### config.mk
export PLATFORM = sky130hd
export DESIGN_NAME = alu_exec_unit
export DESIGN_NICKNAME = d
export VERILOG_FILES = /design/src/rtl/riscv_pkg.sv /design/src/rtl/wide_adder.sv /design/src/rtl/alu_exec_unit.sv
export SDC_FILE = /design/constraint.sdc
export NUM_CORES = 1
export LEC_CHECK = 0
export BUFFER_PORTS_ARGS = -buffer_cell sky130_fd_sc_hd__buf_2
export CAP_MARGIN = 20
export CORE_MARGIN = 3
export CORE_UTILIZATION = 38
export DETAILED_ROUTE_END_ITERATION = 16
export GPL_TIMING_DRIVEN = 0
export PLACE_DENSITY_LB_ADDON = 0.15
export SKIP_CTS_REPAIR_TIMING = 1
export SLEW_MARGIN = 10
export SYNTH_ARGS = -nofsm -noshare
export SYNTH_HDL_FRONTEND = slang
export SYNTH_HIERARCHICAL = 1
export SYNTH_SLANG_ARGS = --single-unit
### constraint.sdc
create_clock -name clk -period 0.8 [get_ports clk]
set_input_delay 0.16 -clock clk [delete_from_list [all_inputs] [get_ports clk]]
set_output_delay 0.16 -clock clk [all_outputs]
set_load 0.01 [all_outputs]
### src/rtl/riscv_pkg.sv
// Shared definitions for the RV64 pipeline: ALU opcode encoding and
// architectural constants.
package riscv_pkg;

  typedef enum logic [1:0] {
    ALU_ADD = 2'b00,
    ALU_SUB = 2'b01,
    ALU_AND = 2'b10,
    ALU_OR  = 2'b11
  } alu_op_e;

  localparam int XLEN    = 64;
  localparam int PC_STEP = 4;

endpackage

### src/rtl/wide_adder.sv
// Plain modulo-2^WIDTH adder; the carry out is intentionally dropped.
module wide_adder #(
  parameter int WIDTH = 64
) (
  input  logic [WIDTH-1:0] a,
  input  logic [WIDTH-1:0] b,
  output logic [WIDTH-1:0] sum
);

  assign sum = a + b;

endmodule

### src/rtl/alu_exec_unit.sv
// Execute-stage unit: ALU, PC+4 incrementer and branch-target adder,
// all captured in a single output register (1-cycle latency).
module alu_exec_unit
  import riscv_pkg::*;
#(
  parameter int WIDTH = XLEN
) (
  input  logic             clk,
  input  logic             rst,
  input  logic             in_valid,
  input  logic [WIDTH-1:0] rs1_data,
  input  logic [WIDTH-1:0] rs2_data,
  input  logic [WIDTH-1:0] imm,
  input  logic             alu_src,
  input  logic [1:0]       alu_op,
  input  logic             branch,
  input  logic [WIDTH-1:0] pc,
  output logic             out_valid,
  output logic [WIDTH-1:0] alu_result,
  output logic             zero,
  output logic [WIDTH-1:0] pc_plus4,
  output logic [WIDTH-1:0] branch_target,
  output logic             take_branch
);

  function automatic logic signed [WIDTH-1:0] alu_eval(
    input logic signed [WIDTH-1:0] a,
    input logic signed [WIDTH-1:0] b,
    input alu_op_e                 op
  );
    logic signed [WIDTH-1:0] r;
    r = '0;
    case (op)
      ALU_ADD: r = a + b;
      ALU_SUB: r = a + ~b + WIDTH'(1);
      ALU_AND: r = a & b;
      ALU_OR:  r = a | b;
      default: r = '0;
    endcase
    return r;
  endfunction

  logic signed [WIDTH-1:0] opa_p0;
  logic signed [WIDTH-1:0] opb_p0;
  logic signed [WIDTH-1:0] alu_res_p0;
  logic                    zero_p0;
  logic                    vld_p0;
  logic [WIDTH-1:0]        step_p0;
  logic [WIDTH-1:0]        br_off_p0;
  logic [WIDTH-1:0]        pc_plus4_p0;
  logic [WIDTH-1:0]        br_tgt_p0;

  // Stage p0: combinational execute
  assign vld_p0     = in_valid;
  assign opa_p0     = rs1_data;
  assign opb_p0     = alu_src ? imm : rs2_data;
  assign alu_res_p0 = alu_eval(opa_p0, opb_p0, alu_op_e'(alu_op));
  assign zero_p0    = (alu_res_p0 == '0);
  assign step_p0    = WIDTH'(PC_STEP);
  // Offset is a logical shift by one: imm's MSB falls off the top.
  assign br_off_p0  = {imm[WIDTH-2:0], 1'b0};

  wide_adder #(.WIDTH(WIDTH)) u_pc_inc (
    .a   (pc),
    .b   (step_p0),
    .sum (pc_plus4_p0)
  );

  wide_adder #(.WIDTH(WIDTH)) u_br_tgt (
    .a   (pc),
    .b   (br_off_p0),
    .sum (br_tgt_p0)
  );

  // Stage p1: EX/MEM-facing output register
  always_ff @(posedge clk or negedge rst) begin
    if (!rst) begin
      out_valid     <= 1'b0;
      alu_result    <= '0;
      zero          <= 1'b0;
      pc_plus4      <= '0;
      branch_target <= '0;
      take_branch   <= 1'b0;
    end else begin
      out_valid     <= vld_p0;
      alu_result    <= alu_res_p0;
      zero          <= zero_p0;
      pc_plus4      <= pc_plus4_p0;
      branch_target <= br_tgt_p0;
      take_branch   <= branch & zero_p0 & vld_p0;
    end
  end

endmodule

After elaboration in Yosys (flattened, before gate mapping)
Index checks and enable logic that the tools add are counted.
{"block": "word_totals", "reg_bits": 195, "output_inout_bits": 195, "wordCells": 23}
{"block": "op_classes", "n_addsub": 5, "n_eq_ne": 3, "mux": 2, "n_bitwise": 5, "reduce_logical": 2}
{"operator": "$pmux 64 s4", "count": 1}
{"operator": "$add 64x64->64", "count": 3}
{"operator": "$add 64x2->64 const B", "count": 1}
{"operator": "$add 64x3->64 const B", "count": 1}
{"operator": "$and 64x64->64", "count": 1}
{"operator": "$logic_not 64->1", "count": 1}
{"operator": "$mux 64", "count": 1}
{"operator": "$not 64->64", "count": 1}
{"operator": "$or 64x64->64", "count": 1}
{"operator": "$eq 2x2->1 const B", "count": 2}
{"operator": "$and 1x1->1", "count": 2}
{"operator": "$eq 2x1->1 const B", "count": 1}
{"operator": "$logic_not 2->1", "count": 1}

Depth between registers and ports, before layout
{"block": "logic_depth", "depth_word": 8, "depth_mapped": 19}

Cells and area by module
Netlist, hierarchy kept.
{"mod": "alu_exec_unit", "n_inst": 1, "cells_per_inst": 2222, "area_each_um2": 18475.2, "seq_area_each_um2": 4879.7}
{"mod": "wide_adder (u_pc_inc)", "n_inst": 1, "cells_per_inst": 564, "area_each_um2": 3837.4, "seq_area_each_um2": 0.0}
{"mod": "wide_adder (u_br_tgt)", "n_inst": 1, "cells_per_inst": 537, "area_each_um2": 3641.0, "seq_area_each_um2": 0.0}

Worst setup path before layout
Ideal clock, no wire load.
{"block": "synth_path", "path_type": "input to register", "startpoint": "input port alu_src", "endpoint": "register take_branch", "arrival_time_ns": 4.433, "required_time_ns": 0.705, "path_slack_ns": -3.728, "stages": 19, "path_buffers": 2, "path_cell_list": "clkbuf_1 -> clkbuf_1 -> mux2i_1 -> inv_1 -> ha_1 -> inv_1 -> fa_1 -> nor2b_1 -> o311ai_2 -> a31oi_1 -> a21oi_2 -> o211ai_1 -> a41oi_1 -> xnor2_1 -> mux4_2 -> a211o_1 -> nor4_1 -> nand4_1 -> nor4b_2"}
{"block": "synth_between", "elab_chain_len": 8}
{"element": "start: declaration", "line_no": "alu_exec_unit.sv:14", "rtl": "input logic alu_src,"}
{"element": "$mux 64 (*)", "line_no": "alu_exec_unit.sv:56", "rtl": "assign opb_p0 = alu_src ? imm : rs2_data;"}
{"element": "$not 64->64", "line_no": "alu_exec_unit.sv:35", "rtl": "ALU_SUB: r = a + ~b + WIDTH'(1);"}
{"element": "$add 64x64->64", "line_no": "alu_exec_unit.sv:35"}
{"element": "$add 64x2->64", "line_no": "alu_exec_unit.sv:35"}
{"element": "$pmux 64 s4 (*)", "line_no": "alu_exec_unit.sv:33", "rtl": "case (op)"}
{"element": "named net alu_res_p0[44]", "line_no": "alu_exec_unit.sv:45", "rtl": "logic signed [WIDTH-1:0] alu_res_p0;"}
{"element": "$logic_not 64->1 (*)", "line_no": "alu_exec_unit.sv:58", "rtl": "assign zero_p0 = (alu_res_p0 == '0);"}
{"element": "$and 1x1->1 (*) (2 in series)", "line_no": "alu_exec_unit.sv:90", "rtl": "take_branch <= branch & zero_p0 & vld_p0;"}
{"element": "end signal: assignment", "line_no": "alu_exec_unit.sv:90"}
{"element": "end: declaration", "line_no": "alu_exec_unit.sv:23", "rtl": "output logic take_branch"}
The timed path passes the listed nets; every way through them passes the cells marked *.

Worst setup path after layout
Ends and elaborated chain as after synthesis.

==> metrics.md <==
| Metric | Value |
|---|---|
| CTS H-tree depth | `4` |
| #FFs+latches synth | `195` |
| Violated checks | `hold timing, setup timing` |
| Hold crit path type | `input pin to asynchronous set/reset pin` |
| Setup total negative slack | `-298430 ps` |
| Synth async-reset ratio | `100%` |
| Power per cell area | `1480 nW/µm²` |
| Placed instance count | `4717` |
| Share of the synthesized area in the top cell type | `a little under a fifth` |
| Dpl cell area | `31500 µm²` |
| Vias per inst | `5.98` |
| Yosys cell types | `115` |
| GRT Util Overall | `between 30 and 40%` |
| Area growth syn-to-layout | `47.8%` |
| Arrival time at the worst endpoint | `4680 ps` |
| Vias in the first global route | `26200` |
| Psw | `about 27 mW` |
| Worst Max-Slew Pin Slew | `1020 ps` |
| Sw frac | `46.9%` |
| Fin. Hold Viols | `97` |
| Avg Inst Size Synth | `just under 8 µm²` |
| Post-synthesis sequential area ratio | `18.8%` |
| Die area | `71500 µm²` |
| Synth Warn # | `6` |
| F_max | `0.236 GHz` |
| RSZ-0062 raised after global routing | `yes` |
| Fill cells | `6220` |
| WL/cell | `25.8 µm` |
| Residual DRC | `0` |
| Initial drt markers | `around 3100` |
| Clock transition at the registers of the reported paths | `100 ps` |
| CTS tree | `yes` |
| Gate power share | `61.0%` |
| Finished Layout Cells | `4967` |
| CTS Buf Count | `17` |
| Power Internal | `30.2 mW` |
| Placeable core area | `67400 µm²` |
| Worst slew margin | `31.1%` |
| Clock Sinks | `195` |
| Ports | `~460` |
| Max FO, Critical Path | `10` |
| Crit Path Class | `input pin to register` |
| Leak | `16.5 nW` |
| Clock Power Share | `between 10% and 20%` |
| Crit. End Element | `register` |
| Post-synth top area cell | `dfrtp_1` |
| Top-count cell post-synth | `ha_1` |
| Synth area leaders | `dfrtp_1 (19%), ha_1 (18%), a21oi_1 (6.6%)` |
| Initial core utilization | `38.5%` |
| Post-DP HPWL | `~100 mm` |
| Routability congestion estimate | `1.01` |
| Die Y | `267 µm` |
| Gr ovfl total | `0` |
| Antenna violations before repair | `17` |
| MaxCap Viol Count | `0` |
| Routed vias | `29700` |
| Clock buffer depth | `2` |
| Final setup fails | `377` |
| Layout cells sized above 1 | `~38%` |
| Post-route ant nets | `0` |
| Chip Width | `267 µm` |
| Root Driver | `clkbuf_16` |
| Status | `finished, violations left` |
| DR pass1 iterations | `6` |
| Synth Instances | `between 3000 and 4000` |
| Final slew viol count | `0` |
| Startpoint types | `input pin` |
| Ys flop type | `dfrtp_1` |
| Sequential Power Share | `21.8%` |
| Rows | `95` |
| Final WL | `128 mm` |
| Worst Path Required | `1230 ps` |
| VDD IR max | `1640 µV` |
| Setup ws final | `-3440 ps` |
| Period minus WS final | `4240 ps` |
| First-pass GRT wire length | `173 mm` |
| Final hold slack | `-340 ps` |
| Final nets | `4704` |
| Final Cell Area | `38300 µm²` |
| Most common library cells after synthesis | `ha_1 (369), a21oi_1 (341), nand2_1 (276)` |
| Port Buffers | `455` |
| Syn Std Cell Area | `about 26000 µm²` |
| Crit share post-route | `530%` |
| Largest net degree at the start of global routing | `101` |
| Post-synth EDFFs | `0` |
==> area by class of cell <==
cell class / instances / area (µm²) / area share (%)
antenna: 13 / 32.5 / 0.0848
buffer: 113 / 772 / 2.01
clock buffer: 18 / 439 / 1.15
clock inverter: 14 / 173 / 0.450
inverter: 257 / 967 / 2.52
multi-input combinational: 2797 / 25400 / 66.3
sequential: 195 / 4880 / 12.7
tap: 873 / 1090 / 2.85
timing repair buffer: 687 / 4570 / 11.9
==> worst max-delay path: stages <==
cell,delay (ps)
clkbuf_16,150
buf_8,220
mux2i_4,350
ha_1,340
a2111o_1,490
a211oi_4,420
buf_4,190
o311ai_2,130
nand3_2,170
mux2i_1,150
or3_4,400
a2111oi_4,350
nand4bb_1,210
nor4_2,350
nand4_1,290
nor4b_2,280
==> power groups by stage <==
stage                     registers, mW  logic (mW)  clock network (mW)
after floorplan                    13.7        15.9                   0
after global placement             12.6        26.8                   0
after detailed placement           12.6        26.7                   0
after CTS                          12.4        26.8                9.93
after global routing               12.6        36.6                10.3
final                              12.4        34.7                9.81
==> flip-flops by register name (all words and copies together), names as in the netlist <==
signal,count
alu_result,64
branch_target,64
out_valid,1
pc_plus4,64
take_branch,1
zero,1
==> metrics by stage <==
stage | hold WS, ps | util, % | setup WS (ps) | total power [mW]
final | -340 | 56.9 | -3440 | 56.9
after global routing | -289 | 56.9 | -3430 | 59.4
after floorplan | -136 | - | -2960 | 29.6
after detailed placement | 261 | 46.7 | -4820 | 39.3
after CTS | -310 | 47.6 | -4280 | 49.2
after global placement | 295 | 46.6 | -4940 | 39.4
==> cell families (layout without fill, tap and decap cells) <==
| family | after synthesis | after routing | share of synthesized area (%) |
|---|---|---|---|
| AND/OR/NAND/NOR | 977 | 977 | 18.9 |
| AO/OA/AOI/OAI | 1092 | 1092 | 27.7 |
| other | 2 | 79 | 0.0289 |
| multiplexers | 83 | 83 | 3.59 |
| flip-flops | 195 | 195 | 18.8 |
| buffers and inverters | 395 | 1089 | 5.86 |
| XOR/XNOR | 206 | 206 | 6.95 |
| adder cells (fa/ha/maj) | 373 | 373 | 18.1 |
==> layer usage <==
layer / routed length [µm] / track usage (%)
met1: 55000 / 46.3
met2: 57400 / 51.2
met3: 10700 / 5.47
met4: 5230 / 11.3
met5: 21 / 0
==> final timing paths <==
check | from | endpoint | slack (ps) | cells after the start
min | rst | pc_plus4[63] | -340 | 1
max in group asynchronous | rst | branch_target[4] | 140 | 2
max | alu_src | take_branch | -3440 | 16
min in group clk | pc[1] | pc_plus4[1] | -50 | 2
==> placed cells by master, fill, tap and decap left out, types with 39 or more instances in the layout <==
cell,count
a21o_1,95
a21oi_1,257
a21oi_2,65
buf_2,423
buf_4,195
buf_6,63
clkbuf_1,45
conb_1,66
dfrtp_1,195
ha_1,242
ha_2,39
ha_4,88
inv_1,247
mux2i_4,44
nand2_1,255
nand3_1,60
nand4_1,62
nor2_1,194
nor2b_1,41
o211ai_1,48
o21ai_0,108
o21ai_1,39
o21bai_1,46
xnor2_1,102
xor2_1,53
Note: power is estimated with default switching activity, not from simulation.
